File: config.mk
export PLATFORM = sky130hd
export DESIGN_NAME = sdram_burst_scheduler_flat
export DESIGN_NICKNAME = d
export VERILOG_FILES = /design/src/rtl/sdram_burst_scheduler_if.sv /design/src/rtl/sdram_burst_scheduler.sv /design/src/flat_wrapper.sv
export SDC_FILE = /design/constraint.sdc
export NUM_CORES = 1
export LEC_CHECK = 0
export ABC_CLOCK_PERIOD_IN_PS = 4000
export BUFFER_PORTS_ARGS = -buffer_cell sky130_fd_sc_hd__buf_2
export CORE_ASPECT_RATIO = 0.9
export CORE_MARGIN = 3
export CORE_UTILIZATION = 49
export CTS_CLUSTER_DIAMETER = 60
export DETAILED_ROUTE_END_ITERATION = 6
export GPL_TIMING_DRIVEN = 0
export HOLD_SLACK_MARGIN = 0.02
export PLACE_DENSITY = 0.78
export SETUP_SLACK_MARGIN = 0.02
export SYNTH_ARGS = -nofsm -noshare
export SYNTH_HDL_FRONTEND = slang
export SYNTH_SLANG_ARGS = --single-unit
File: constraint.sdc
create_clock -name clk_ref -period 4 [get_ports clk_ref]
set_input_delay 0.6 -clock clk_ref [delete_from_list [all_inputs] [get_ports clk_ref]]
set_output_delay 0.6 -clock clk_ref [all_outputs]
set_load 0.1 [all_outputs]
File: src/rtl/sdram_burst_scheduler_if.sv
// SDRAM controller side of the burst scheduler:
// burst requests, their addresses and the controller acks.
interface sdram_burst_scheduler_if #(
    parameter int ADDR_W = 22
);
    logic              sdram_wr_req;
    logic              sdram_rd_req;
    logic [ADDR_W-1:0] sdram_wraddr;
    logic [ADDR_W-1:0] sdram_rdaddr;
    logic              sdram_wr_ack;
    logic              sdram_rd_ack;

    modport master (
        output sdram_wr_req,
        output sdram_rd_req,
        output sdram_wraddr,
        output sdram_rdaddr,
        input  sdram_wr_ack,
        input  sdram_rd_ack
    );

    modport slave (
        input  sdram_wr_req,
        input  sdram_rd_req,
        input  sdram_wraddr,
        input  sdram_rdaddr,
        output sdram_wr_ack,
        output sdram_rd_ack
    );
endinterface

File: src/rtl/sdram_burst_scheduler.sv
// Round-robin write/read burst scheduler between the frame FIFOs
// and the SDRAM command controller, with frame address wrapping.
module sdram_burst_scheduler #(
    parameter int ADDR_W      = 22,
    parameter int LEN_W       = 9,
    parameter int USEDW_W     = 10,
    parameter int RDF_DEPTH   = 1024,
    parameter int ACK_TIMEOUT = 4095
) (
    input  logic                    clk_ref,
    input  logic                    rst,
    input  logic                    sdram_init_done,
    input  logic [USEDW_W-1:0]      wrf_usedw,
    input  logic [USEDW_W-1:0]      rdf_usedw,
    input  logic                    data_valid,
    input  logic [LEN_W-1:0]        wr_length,
    input  logic [LEN_W-1:0]        rd_length,
    input  logic [ADDR_W-1:0]       wr_addr,
    input  logic [ADDR_W-1:0]       wr_max_addr,
    input  logic                    wr_load,
    input  logic [ADDR_W-1:0]       rd_addr,
    input  logic [ADDR_W-1:0]       rd_max_addr,
    input  logic                    rd_load,
    sdram_burst_scheduler_if.master sdram,
    output logic                    frame_write_done,
    output logic                    frame_read_done,
    output logic                    ack_timeout_err
);

    localparam logic [2:0] IDLE    = 3'd0;
    localparam logic [2:0] WR_REQ  = 3'd1;
    localparam logic [2:0] WR_ACT  = 3'd2;
    localparam logic [2:0] DONE_WR = 3'd3;
    localparam logic [2:0] RD_REQ  = 3'd4;
    localparam logic [2:0] RD_ACT  = 3'd5;
    localparam logic [2:0] DONE_RD = 3'd6;

    localparam int NW  = USEDW_W + 2;
    localparam int AW1 = ADDR_W + 1;
    localparam int TO_W = (ACK_TIMEOUT > 1) ? $clog2(ACK_TIMEOUT) : 1;
    localparam logic [TO_W-1:0] TO_LAST = TO_W'(ACK_TIMEOUT - 1);

    logic [2:0]        state;
    logic [TO_W-1:0]   to_cnt;
    logic              last_rd;
    logic              wr_req;
    logic              rd_req;
    logic [ADDR_W-1:0] wr_ptr;
    logic [ADDR_W-1:0] rd_ptr;
    logic              wr_ld_pend;
    logic              rd_ld_pend;

    logic              wr_need;
    logic              rd_need;
    logic [NW-1:0]     rd_fill;
    logic              grant_wr;
    logic              grant_rd;
    logic [AW1-1:0]    wr_next;
    logic [AW1-1:0]    rd_next;
    logic              wr_wrap;
    logic              rd_wrap;
    logic              wr_ld_now;
    logic              rd_ld_now;
    logic              wr_busy;
    logic              rd_busy;

    assign wr_need = NW'(wrf_usedw) >= NW'(wr_length);
    assign rd_fill = NW'(rdf_usedw) + NW'(rd_length);
    assign rd_need = data_valid && (rd_fill <= NW'(RDF_DEPTH));

    // On a tie the direction not served last wins.
    assign grant_wr = wr_need && (!rd_need || last_rd);
    assign grant_rd = rd_need && !grant_wr;

    assign wr_next = {1'b0, wr_ptr} + AW1'(wr_length);
    assign rd_next = {1'b0, rd_ptr} + AW1'(rd_length);
    assign wr_wrap = wr_next >= {1'b0, wr_max_addr};
    assign rd_wrap = rd_next >= {1'b0, rd_max_addr};

    assign wr_ld_now = wr_load | wr_ld_pend;
    assign rd_ld_now = rd_load | rd_ld_pend;

    assign wr_busy = (state == WR_REQ) || (state == WR_ACT)
                  || (state == DONE_WR);
    assign rd_busy = (state == RD_REQ) || (state == RD_ACT)
                  || (state == DONE_RD);

    assign frame_write_done = (state == DONE_WR) && !wr_ld_now && wr_wrap;
    assign frame_read_done  = (state == DONE_RD) && !rd_ld_now && rd_wrap;

    assign sdram.sdram_wr_req = wr_req;
    assign sdram.sdram_rd_req = rd_req;
    assign sdram.sdram_wraddr = wr_ptr;
    assign sdram.sdram_rdaddr = rd_ptr;

    always_ff @(posedge clk_ref) begin
        if (rst) begin
            state           <= IDLE;
            to_cnt          <= '0;
            last_rd         <= 1'b1;
            wr_req          <= 1'b0;
            rd_req          <= 1'b0;
            ack_timeout_err <= 1'b0;
        end else begin
            unique case (state)
                IDLE: begin
                    to_cnt <= '0;
                    if (sdram_init_done && grant_wr) begin
                        state  <= WR_REQ;
                        wr_req <= 1'b1;
                    end else if (sdram_init_done && grant_rd) begin
                        state  <= RD_REQ;
                        rd_req <= 1'b1;
                    end
                end
                WR_REQ: begin
                    if (sdram.sdram_wr_ack) begin
                        state  <= WR_ACT;
                        wr_req <= 1'b0;
                    end else if (to_cnt == TO_LAST) begin
                        state           <= IDLE;
                        wr_req          <= 1'b0;
                        ack_timeout_err <= 1'b1;
                        last_rd         <= 1'b0;
                    end else begin
                        to_cnt <= to_cnt + 1'b1;
                    end
                end
                WR_ACT: begin
                    if (!sdram.sdram_wr_ack) state <= DONE_WR;
                end
                DONE_WR: begin
                    state   <= IDLE;
                    last_rd <= 1'b0;
                end
                RD_REQ: begin
                    if (sdram.sdram_rd_ack) begin
                        state  <= RD_ACT;
                        rd_req <= 1'b0;
                    end else if (to_cnt == TO_LAST) begin
                        state           <= IDLE;
                        rd_req          <= 1'b0;
                        ack_timeout_err <= 1'b1;
                        last_rd         <= 1'b1;
                    end else begin
                        to_cnt <= to_cnt + 1'b1;
                    end
                end
                RD_ACT: begin
                    if (!sdram.sdram_rd_ack) state <= DONE_RD;
                end
                DONE_RD: begin
                    state   <= IDLE;
                    last_rd <= 1'b1;
                end
                default: begin
                    state  <= IDLE;
                    wr_req <= 1'b0;
                    rd_req <= 1'b0;
                end
            endcase
        end
    end

    // A load arriving mid-burst is held back so the address stays put.
    always_ff @(posedge clk_ref) begin
        if (rst) begin
            wr_ptr     <= '0;
            wr_ld_pend <= 1'b0;
        end else if (state == DONE_WR) begin
            wr_ld_pend <= 1'b0;
            if (wr_ld_now || wr_wrap) wr_ptr <= wr_addr;
            else                      wr_ptr <= wr_next[ADDR_W-1:0];
        end else if (wr_busy) begin
            if (wr_load) wr_ld_pend <= 1'b1;
        end else if (wr_ld_now) begin
            wr_ptr     <= wr_addr;
            wr_ld_pend <= 1'b0;
        end
    end

    always_ff @(posedge clk_ref) begin
        if (rst) begin
            rd_ptr     <= '0;
            rd_ld_pend <= 1'b0;
        end else if (state == DONE_RD) begin
            rd_ld_pend <= 1'b0;
            if (rd_ld_now || rd_wrap) rd_ptr <= rd_addr;
            else                      rd_ptr <= rd_next[ADDR_W-1:0];
        end else if (rd_busy) begin
            if (rd_load) rd_ld_pend <= 1'b1;
        end else if (rd_ld_now) begin
            rd_ptr     <= rd_addr;
            rd_ld_pend <= 1'b0;
        end
    end

endmodule

File: src/flat_wrapper.sv
// flat-port wrapper written by rule: the top's interface ports become plain ports
module sdram_burst_scheduler_flat 
#(
    parameter int ADDR_W      = 22,
    parameter int LEN_W       = 9,
    parameter int USEDW_W     = 10,
    parameter int RDF_DEPTH   = 1024,
    parameter int ACK_TIMEOUT = 4095
)
  (clk_ref, rst, sdram_init_done, wrf_usedw, rdf_usedw, data_valid, wr_length, rd_length, wr_addr, wr_max_addr, wr_load, rd_addr, rd_max_addr, rd_load, frame_write_done, frame_read_done, ack_timeout_err, sdram_sdram_wr_req, sdram_sdram_rd_req, sdram_sdram_wraddr, sdram_sdram_rdaddr, sdram_sdram_wr_ack, sdram_sdram_rd_ack);
  sdram_burst_scheduler_if #(.ADDR_W(ADDR_W)) sdram_i ();
  input  logic clk_ref;
  input  logic rst;
  input  logic sdram_init_done;
  input  logic [USEDW_W-1:0] wrf_usedw;
  input  logic [USEDW_W-1:0] rdf_usedw;
  input  logic data_valid;
  input  logic [LEN_W-1:0] wr_length;
  input  logic [LEN_W-1:0] rd_length;
  input  logic [ADDR_W-1:0] wr_addr;
  input  logic [ADDR_W-1:0] wr_max_addr;
  input  logic wr_load;
  input  logic [ADDR_W-1:0] rd_addr;
  input  logic [ADDR_W-1:0] rd_max_addr;
  input  logic rd_load;
  output logic frame_write_done;
  output logic frame_read_done;
  output logic ack_timeout_err;
  output wire logic [$bits(sdram_i.sdram_wr_req)-1:0] sdram_sdram_wr_req;
  output wire logic [$bits(sdram_i.sdram_rd_req)-1:0] sdram_sdram_rd_req;
  output wire logic [$bits(sdram_i.sdram_wraddr)-1:0] sdram_sdram_wraddr;
  output wire logic [$bits(sdram_i.sdram_rdaddr)-1:0] sdram_sdram_rdaddr;
  input wire logic [$bits(sdram_i.sdram_wr_ack)-1:0] sdram_sdram_wr_ack;
  input wire logic [$bits(sdram_i.sdram_rd_ack)-1:0] sdram_sdram_rd_ack;
  assign sdram_sdram_wr_req = sdram_i.sdram_wr_req;
  assign sdram_sdram_rd_req = sdram_i.sdram_rd_req;
  assign sdram_sdram_wraddr = sdram_i.sdram_wraddr;
  assign sdram_sdram_rdaddr = sdram_i.sdram_rdaddr;
  assign sdram_i.sdram_wr_ack = sdram_sdram_wr_ack;
  assign sdram_i.sdram_rd_ack = sdram_sdram_rd_ack;
  sdram_burst_scheduler #(.ADDR_W(ADDR_W), .LEN_W(LEN_W), .USEDW_W(USEDW_W), .RDF_DEPTH(RDF_DEPTH), .ACK_TIMEOUT(ACK_TIMEOUT)) u_core (.clk_ref(clk_ref), .rst(rst), .sdram_init_done(sdram_init_done), .wrf_usedw(wrf_usedw), .rdf_usedw(rdf_usedw), .data_valid(data_valid), .wr_length(wr_length), .rd_length(rd_length), .wr_addr(wr_addr), .wr_max_addr(wr_max_addr), .wr_load(wr_load), .rd_addr(rd_addr), .rd_max_addr(rd_max_addr), .rd_load(rd_load), .sdram(sdram_i), .frame_write_done(frame_write_done), .frame_read_done(frame_read_done), .ack_timeout_err(ack_timeout_err));
endmodule
==> summary.txt <==
Synthesis
  • Post-synth top area share: 0.196
  • EDFF count, synth: 0
  • Yosys warns: 0
  • Synth async-reset ratio: 0
  • Synthesized area: 0.00665 mm^2
  • Post-synth top flop: dfxtp_1
  • Mapped Cells: 867
  • Post-synthesis register bit count: 65
  • Syn_nets: roughly 1100
  • Yosys top cell by area: dfxtp_1
  • Yosys cell types: 82
  • Mean Syn Cell Area: around 7.7 um^2
  • Area contributors post-synth: dfxtp_1, ha_1, inv_1
  • Sequential share of the synthesized area: 0.196

CTS
  • TritonCTS sink count: 65
  • Clk root buf: clkbuf_16
  • Num CTS Buffers: 9
  • Clock-pin slew on the worst setup and hold paths: 0.05 ns
  • CTS tree: done
  • Clk_lat worst skew: 0.34 ns
  • CTS H-tree depth: 3
  • Post-CTS Hold Fix Bufs: 0
  • Max Buffers Root-to-Sink: 2

Critical path
  • Arrival @ worst endpoint: 3.89 ns
  • Worst Path Buf+Inv: 5
  • Critical Path Fanout Max: 3
  • Setup slack, reg-to-reg: -0.39 ns
  • CP cell instances: buf_6, ha_4, inv_2, fa_2, nor2b_4, o31a_1, o211ai_1, nand2_1, buf_4, buf_4, and2_1, xnor2_2, ha_1, a21o_1, a21o_1, a21oi_2, nor2_2, a21oi_4, a21oi_4, buf_12
  • Largest delay share family, worst path: compound AO/OA/AOI/OAI gates
  • Critical Path Source Type: primary input
  • Crit path required time: between 3 and 4 ns
  • Endpoint type of the worst setup path: output pin
  • Max incr delay on CP: 0.31 ns
  • Critical path class: in -> out
  • CP max-delay cell: ha_1

Placement
  • Placed Instances: 1212
  • Placement Setup Slack: -0.969 ns
  • Post-DP HPWL: 15900 um
  • Placer Congestion: 0.960
  • # port buffers: between 150 and 200

GRT
  • Initial antenna violation count: 1
  • Grt ovf: 0
  • First-pass GRT wire length: 33800 um
  • Largest net degree at the start of global routing: 11
  • Number of global-route vias before repair: 7015
  • Total GRT Usage: 0.278

Floorplanning
  • Initial Util: 0.513
  • Total die area: 0.0150 mm^2
  • Total core area: between 0.01 and 0.015 mm^2
  • Die width: 129 um
  • Die Ht: 117 um
  • FP Rows: 39
  • I/O pin count: approximately 180

Finish
  • Area of the multi-input gates: 0.00548 mm^2
  • Non-Filler Instances: 1275
  • Area delta synth->final: 39.3%
  • Fin util: 0.714
  • Layout fillers: 1004
  • Register area: around 0.0013 mm^2
  • Nets: 1325
  • Layout cells sized above 1: 0.351
  • Antenna cells: 0

Detailed routing
  • Post-route ant nets: 0
  • DRT Pass-1 Iters: 6
  • WL/cell: 18.0 um
  • First DRT Iteration DRCs: between 900 and 1000
  • DRC: 0
  • Vias: 7721
  • Number of vias per cell: 6.06
  • Final wirelength: 23000 um

Timing
  • Final setup violation count: 46
  • Setup repair after global routing missed its margin: yes
  • Fin Clk Skew: 0.00976 ns
  • Final Max Slew Viols: 0
  • Post-layout worst setup margin: -0.486 ns
  • Slew headroom: 0.466
  • Fmax: about 220 MHz
  • Setup TNS: -13.06 ns
  • Period utilization: 1.12
  • Final Hold Vio Count: 0
  • Period minus WS final: 4.49 ns
  • Worst Tran Pin Value: 0.801 ns

Power
  • P_leak: 0.00432 uW
  • Worst vdd ir: 0.000282 V
  • Pwr Total: slightly above 4000 uW
  • PwrDens: 438 mW/mm^2

Min path
  • Worst hold path type: reg -> reg

Outcome
  • Status: complete, but fails checks
  • Failing checks: negative setup slack

Job
  • Max Cap Violations: 0
## final timing paths
| kind | from | endpoint | depth (start not counted) |
|---|---|---|---|
| max | rd_length[0] | frame_read_done | 20 |
| max reg2reg | u_core.sdram.sdram_rdaddr[0]$_SDFFE_PP0P_ | u_core.sdram.sdram_rdaddr[6]$_SDFFE_PP0P_ | 22 |
| min reg2reg | u_core.ack_timeout_err$_SDFFE_PP0P_ | u_core.ack_timeout_err$_SDFFE_PP0P_ | 2 |
| min | u_core.ack_timeout_err$_SDFFE_PP0P_ | u_core.ack_timeout_err$_SDFFE_PP0P_ | 2 |
## power breakdown
part | internal (uW) | switching, uW
clock network | 455 | 287
registers | 762 | 136
logic | 797 | 1630
total | 2010 | 2050
## repair_timing
action,CTS,global route
pin swaps,53,59
buffers inserted,29,19
cloned,3,1
gates resized for setup,80,72
endpoints found under the setup margin,46,46
## placed cells by master (no fill, tap or decap), types with 6 or more instances in the layout
cell       Yosys  layout
a211oi_1      13      12
a21o_1        21      20
a21oi_1       48      42
a21oi_2        2       6
and3_1        23      22
buf_2          9     179
buf_4          4      35
buf_6          2      20
clkbuf_1      20      24
clkbuf_16      0       9
dfxtp_1       65      45
dfxtp_2        0      11
dfxtp_4        0       9
ha_1          82      72
ha_4           0       8
inv_1         84      82
mux2i_1        8       7
nand2_1       57      47
nand2_2        0       6
nand2b_1       7       7
nand3_1       37      31
nand4_1       32      32
nor2_1        77      71
nor3_1        27      23
nor4_1        15      15
o211ai_1       8       8
o21a_1        14      14
o21ai_0       30      27
o21bai_1       7       7
o311ai_1       3       6
xnor2_1       35      32
xor2_1        11      11
## layer usage
layer	up-vias	track usage	wire [um]
li1	3673	-	-
met1	3575	0.383	9660
met3	70	0.0540	2050
met5	-	0	13
met4	2	0.0994	653
met2	401	0.433	10600
## kinds of logic after synthesis
| group | Yosys count | share of synthesized area |
|---|---|---|
| DFF | 65 | 0.196 |
| and+or+nand+nor | 327 | 0.260 |
| AOI/OAI and AO/OA | 214 | 0.233 |
| xor gates and xnor gates | 46 | 0.0606 |
| muxes | 8 | 0.0120 |
| buffers and inverters | 122 | 0.0750 |
| adders and majority gates | 85 | 0.163 |
## synth_stat cells (3+ instances only)
master / instances
inv_1: 84
ha_1: 82
nor2_1: 77
dfxtp_1: 65
nand2_1: 57
a21oi_1: 48
nand3_1: 37
xnor2_1: 35
nand4_1: 32
o21ai_0: 30
nor3_1: 27
and3_1: 23
a21o_1: 21
clkbuf_1: 20
nor4_1: 15
o21a_1: 14
a211oi_1: 13
xor2_1: 11
o311ai_0: 10
buf_2: 9
mux2i_1: 8
o211ai_1: 8
a311oi_1: 7
nand2b_1: 7
o21bai_1: 7
or3_1: 6
or4b_1: 6
a41oi_1: 5
and4_1: 5
nor2b_1: 5
or2_2: 5
a211oi_2: 4
buf_4: 4
a221oi_1: 3
a22oi_1: 3
a31o_2: 3
buf_1: 3
fa_1: 3
nand4b_1: 3
nor3b_1: 3
o22ai_1: 3
o311ai_1: 3
o31ai_1: 3
o41ai_1: 3
## worst register-to-register path, delay by kind of cell, from the launching register on
kind	cells	cell delay (ns)
buffers and inverters	5	0.61
and+or+nand+nor	5	0.61
DFF	1	0.35
adders and majority gates	3	0.64
xor gates and xnor gates	1	0.13
AOI/OAI and AO/OA	8	1.94
## stage by stage
step,hold slack (ns),area (um^2)
after floorplan,0.459,6830
after global placement,0.460,7940
after detailed placement,0.471,7940
after CTS,0.481,8840
after global routing,0.494,9270
final,0.484,9270
## final cells by class
type	instances	share of cell area
plain buffers	38	0.0265
clock buffers	16	0.0293
inverters	84	0.0340
multi-input cells	680	0.592
flip-flops and latches	65	0.146
well taps	164	0.0221
repair buffers	228	0.151
## registers in the layout (all words and copies together) (netlist names)
| register | flops |
|---|---|
| u_core.rd_ld_pend | 1 |
| u_core.state | 3 |
| u_core.sdram.sdram_wraddr | 22 |
| u_core.ack_timeout_err | 1 |
| u_core.wr_ld_pend | 1 |
| u_core.to_cnt | 12 |
| u_core.sdram.sdram_rdaddr | 22 |
| u_core.sdram.sdram_wr_req | 1 |
| u_core.sdram.sdram_rd_req | 1 |
| u_core.last_rd | 1 |
Power figures use the tool's default switching activity.
